`src/rtl/cpu_seq_ctrl.sv`:
```
// cpu_seq_ctrl - multi-cycle instruction sequencer for the small CPU.
//
// Fetches 8-bit instructions from a 16-entry unified memory through one
// synchronous port (1-cycle read latency), executes LOAD_A/LOAD_B/READ_A/HALT
// on the A/B accumulator pair and retires each instruction with instr_done.
// Undefined opcodes execute as NOPs and set the sticky illegal flag.
//
// Optional feature macro: CPU_SEQ_STEP_EN
//   defined   : instr_done is held until instr_ack_next is seen high, then a
//               release state waits for it to drop before run is sampled.
//   undefined : instr_ack_next is ignored; instr_done is a one-cycle pulse.
//
// Parameters: DATA_W (word width), ADDR_W (must equal DATA_W-4), RESET_PC.
// Ports:
//   clk, rst_n         clock, asynchronous active-low reset
//   run                permits fetching new instructions (sampled at IDLE/RETIRE)
//   instr_ack_next     next-stage acknowledge of instr_done (step mode only)
//   mem_addr/rd_en/wr_en/wdata, mem_rdata   single memory port
//   pc, ir, reg_a, reg_b                   architectural state
//   instr_done, halted, illegal            status
module cpu_seq_ctrl #(
  parameter int          DATA_W   = 8,
  parameter int          ADDR_W   = 4,
  parameter int unsigned RESET_PC = 0
) (
  input  logic              clk,
  input  logic              rst_n,
  input  logic              run,
  input  logic              instr_ack_next,
  output logic [ADDR_W-1:0] mem_addr,
  output logic              mem_rd_en,
  output logic              mem_wr_en,
  output logic [DATA_W-1:0] mem_wdata,
  input  logic [DATA_W-1:0] mem_rdata,
  output logic [ADDR_W-1:0] pc,
  output logic [DATA_W-1:0] ir,
  output logic [DATA_W-1:0] reg_a,
  output logic [DATA_W-1:0] reg_b,
  output logic              instr_done,
  output logic              halted,
  output logic              illegal
);

  typedef enum logic [2:0] {
    S_IDLE,
    S_FETCH,
    S_DECODE,
    S_EXEC,
    S_WB,
    S_RETIRE,
    S_WAIT_REL,
    S_HALTED
  } state_t;

  typedef enum logic [3:0] {
    OP_HALT   = 4'b0000,
    OP_READ_A = 4'b0100,
    OP_LOAD_A = 4'b1000,
    OP_LOAD_B = 4'b1001
  } opcode_t;

  state_t            state;
  logic [3:0]        rd_op;
  logic [3:0]        ir_op;
  logic [ADDR_W-1:0] rd_addr;
  logic              run_sample;

  // Opcode/operand of the word arriving in DECODE; the memory strobes for
  // EXEC are registered outputs, so they are decided one cycle before ir is.
  assign rd_op     = mem_rdata[DATA_W-1 -: 4];
  assign rd_addr   = mem_rdata[ADDR_W-1:0];
  assign ir_op     = ir[DATA_W-1 -: 4];
  assign mem_wdata = reg_a;

  // States in which run decides between the next FETCH and IDLE.
  always_comb begin
    run_sample = 1'b0;
    case (state)
      S_IDLE:     run_sample = 1'b1;
`ifdef CPU_SEQ_STEP_EN
      S_WAIT_REL: run_sample = !instr_ack_next;
`else
      S_RETIRE:   run_sample = 1'b1;
`endif
      default:    run_sample = 1'b0;
    endcase
  end

`ifndef CPU_SEQ_STEP_EN
  logic unused_ack;
  assign unused_ack = instr_ack_next;
`endif

  always_ff @(posedge clk or negedge rst_n) begin
    if (!rst_n) begin
      state      <= S_IDLE;
      pc         <= ADDR_W'(RESET_PC);
      ir         <= '0;
      reg_a      <= '0;
      reg_b      <= '0;
      mem_addr   <= '0;
      mem_rd_en  <= 1'b0;
      mem_wr_en  <= 1'b0;
      instr_done <= 1'b0;
      halted     <= 1'b0;
      illegal    <= 1'b0;
    end else begin
      mem_rd_en <= 1'b0;
      mem_wr_en <= 1'b0;
      if (run_sample) begin
        instr_done <= 1'b0;
        if (run) begin
          state     <= S_FETCH;
          mem_rd_en <= 1'b1;
          mem_addr  <= pc;
        end else begin
          state <= S_IDLE;
        end
      end else begin
        case (state)
          S_FETCH: state <= S_DECODE;
          S_DECODE: begin
            ir    <= mem_rdata;
            pc    <= pc + ADDR_W'(1);
            state <= S_EXEC;
            case (rd_op)
              OP_LOAD_A, OP_LOAD_B: begin
                mem_rd_en <= 1'b1;
                mem_addr  <= rd_addr;
              end
              OP_READ_A: begin
                mem_wr_en <= 1'b1;
                mem_addr  <= rd_addr;
              end
              default: ;
            endcase
          end
          S_EXEC: begin
            case (ir_op)
              OP_LOAD_A, OP_LOAD_B: state <= S_WB;
              OP_READ_A: begin
                state      <= S_RETIRE;
                instr_done <= 1'b1;
              end
              OP_HALT: begin
                state  <= S_HALTED;
                halted <= 1'b1;
              end
              default: begin
                illegal    <= 1'b1;
                state      <= S_RETIRE;
                instr_done <= 1'b1;
              end
            endcase
          end
          S_WB: begin
            if (ir_op == OP_LOAD_B) reg_b <= mem_rdata;
            else                    reg_a <= mem_rdata;
            state      <= S_RETIRE;
            instr_done <= 1'b1;
          end
`ifdef CPU_SEQ_STEP_EN
          S_RETIRE: begin
            if (instr_ack_next) begin
              instr_done <= 1'b0;
              state      <= S_WAIT_REL;
            end
          end
`endif
          default: ;
        endcase
      end
    end
  end

endmodule

```
`config.mk`:
```
export PLATFORM = sky130hd
export DESIGN_NAME = cpu_seq_ctrl
export DESIGN_NICKNAME = d
export VERILOG_FILES = /design/src/rtl/cpu_seq_ctrl.sv
export SDC_FILE = /design/constraint.sdc
export NUM_CORES = 1
export LEC_CHECK = 0
export ABC_AREA = 1
export CORE_ASPECT_RATIO = 1.2
export CORE_MARGIN = 5
export CORE_UTILIZATION = 30
export CTS_CLUSTER_DIAMETER = 200
export DETAILED_ROUTE_END_ITERATION = 10
export PLACE_DENSITY = 0.65
export SYNTH_ARGS = -nofsm -noshare
export SYNTH_HDL_FRONTEND = slang
export SYNTH_SLANG_ARGS = --single-unit
```
`constraint.sdc`:
```
create_clock -name clk -period 1.42 [get_ports clk]
set_input_delay 0.142 -clock clk [delete_from_list [all_inputs] [get_ports clk]]
set_output_delay 0.142 -clock clk [all_outputs]
set_load 0.05 [all_outputs]
```
==> reports/metrics.cfg <==
[synth]
yosysMostFrequentCell = nand2_1
ys_async_sr_fraction_pct = 100
synth_seq_cells = 40
yosysSeqAreaShare_pct = 57.1
syn_area_sq_mm = 0.00175
synth_ff_type = dfrtp_1
netlist_instances = 187
synth_edf_count = 0
postSynthAreaPerCell_sq_um = 9.38
synth_area_leaders = dfrtp_1, nand2_1, o21ai_0
synth_common_cells = nand2_1, dfrtp_1, o21ai_0
ys_types = 24
synth_top_cell_area_share_pct = 57.1
yosys_warnings = 0
yosysTopAreaCell = dfrtp_1
synth_nets = 200

[floorplan]
chipHeight_um = 93.8
die_w_um = 79.8
row_count = 30
initial_core_util_pct = 30.9
die_area_sq_mm = 0.00748
fp.coreArea_sq_mm = 0.00567
io_pins = 57

[grt]
grt_pass1_wl_um = 7180
track_usage_pct = 12.4
grt_max_degree = 19
antenna_found_initial = 0
grt_pass1_vias = 1502
grt_overflow = 0

[hold_path]
worstHoldPathType = in -> async

[timing]
fmax_ghz = 0.768
post-route-min-period_ns = 1.30
worst_pin_slew_ns = 0.371
setup_violations = 0
finalHoldViolCount = 0
clock_skew_ns = 0.00383
rsz0062_at_grt = false
period_share_pct = 91.6
timing.setup.tns_ns = 0
finalMaxSlewViolations = 0
relSlewSlack_pct = 75.2

[final_layout]
drive_gt1_share_pct = 34.6
antenna_cells = 0
syn_to_final_growth_pct = 59.2
fin_nets = 266

[worst_setup_path]
cp-end-kind = register
max_stage_delay_ns = 0.43
crit_buf_inv = 1
path_cells = inv_2 -> nand2_1 -> nand3_1 -> nand3_1 -> nand2_2 -> nand2_1 -> nand2_1
path_class = reg -> reg
cp_max_fo = 5
crit_top_cell = nand2_1
path_delay_family = simple AND/OR/NAND/NOR gates
critPathRequiredTime_ns = 1.65
critPathSlowestCell = dfrtp_1
startpoint_type = register
cp.arrival_ns = 1.53

[drt]
wl_um = 4200
wire_per_inst_um = 12.6
first_pass_iters = 4
drc = 0
viasPerCell = 4.30
final_antenna_net_count = 0
vias = 1437
first_iter_violations = 97

[clocking]
cts_tree = yes
cts.root.buffer_cell = clkbuf_8
cts_setup_buffers = 0
cts_buffer_depth = 2
cts_buffers = 5
cts.sinks = 40
h-tree-depth = 2
clkTransAtPathRegs_ns = 0.08
clock_latency_ns = 0.29

[run]
timing.max_cap.violations = 0

[place]
dp_hpwl_um = 3340
port_buffers = 55
gp_congestion = 0.778

[run_status]
outcome = finished, final reports clean

worst register-to-register path: stages (launching register included):
cell and delay [ns]:
dfrtp_1 0.43, inv_2 0.12, nand2_1 0.12, nand3_1 0.10
nand3_1 0.20, nand2_2 0.17, nand2_1 0.06, nand2_1 0.05
flip-flops by register name, summed over array words and instances (netlist names):
| register | count |
|---|---|
| instr_done | 1 |
| reg_b | 8 |
| state | 3 |
| mem_wdata | 8 |
| mem_addr | 4 |
| pc | 4 |
| mem_wr_en | 1 |
| illegal | 1 |
| ir | 8 |
| mem_rd_en | 1 |
| halted | 1 |
placed cells by master (no fill, tap or decap), types with 3 or more instances in the layout:
cell,instances
inv_1,11
clkdlybuf4s50_1,9
buf_4,32
a21oi_1,4
dfrtp_1,38
nand2_4,4
nand2_1,46
inv_2,3
nor2_1,8
buf_12,28
clkbuf_8,6
o21ai_0,26
nand3_1,16
timing repair:
item	4_1_cts	5_1_grt
hold endpoints to repair	15	0
hold buffers	1	0
resized for setup	0	9
setup endpoints to repair	0	26
cells by family (layout without fill, tap and decap cells):
kind of cell	Yosys count	in the layout	synth area share, %
simple gates	83	83	21.7
flops	40	40	57.1
compound gates	33	33	9.99
buf+inv	26	93	8.42
xor+xnor	3	3	1.50
fa+ha+maj	1	1	0.713
mux	1	1	0.642
stage by stage:
step                utilization (%)  area (sq um)  hold WS, ns  instances  worst slack, ns
floorplan                         -          1760       -0.154        187           0.0324
global placement               46.9          2660       0.0731        325           0.0596
detailed placement             46.9          2660       0.0704        325           0.0588
CTS                            48.8          2760        0.296        334           0.0346
global route                   49.3          2790        0.340        334          0.00824
finish                         49.3          2790        0.289        334            0.119
routing by layer:
layer	wire length (um)	share of wire, %	GRT usage [%]	up-vias
met3	211	5.0	2.88	6
met5	0	0	0	-
met1	1870	44	15.1	667
met2	2060	49	20.9	36
met4	59	1.4	5.07	0
li1	-	-	-	728
area by class of cell:
cell class,instances,area (sq um)
Clock buffer,6,82.6
Timing Repair Buffer,71,906
Sequential cell,40,1000
Inverter,14,52.6
Multi-Input combinational cell,121,633
Clock inverter,2,15.0
Tap cell,80,100
Fill cell,543,2880
path summary, 6_finish.rpt:
| path | from | cells after the start | end | slack, ns |
|---|---|---|---|---|
| setup reg to reg | state[0] | 7 | mem_addr[1] | 0.12 |
| min in group clk | mem_rdata[6] | 3 | mem_wr_en | 0.48 |
| max in group asynchronous | rst_n | 3 | state[1] | 0.53 |
| hold reg to reg | mem_addr[0] | 2 | mem_addr[0] | 0.49 |
| hold / removal | rst_n | 2 | reg_b[3] | 0.29 |
| setup / recovery | state[0] | 7 | mem_addr[1] | 0.12 |
Power is not shown: default switching activity piles up to over one toggle a cycle in this logic, so the estimate is an artifact.
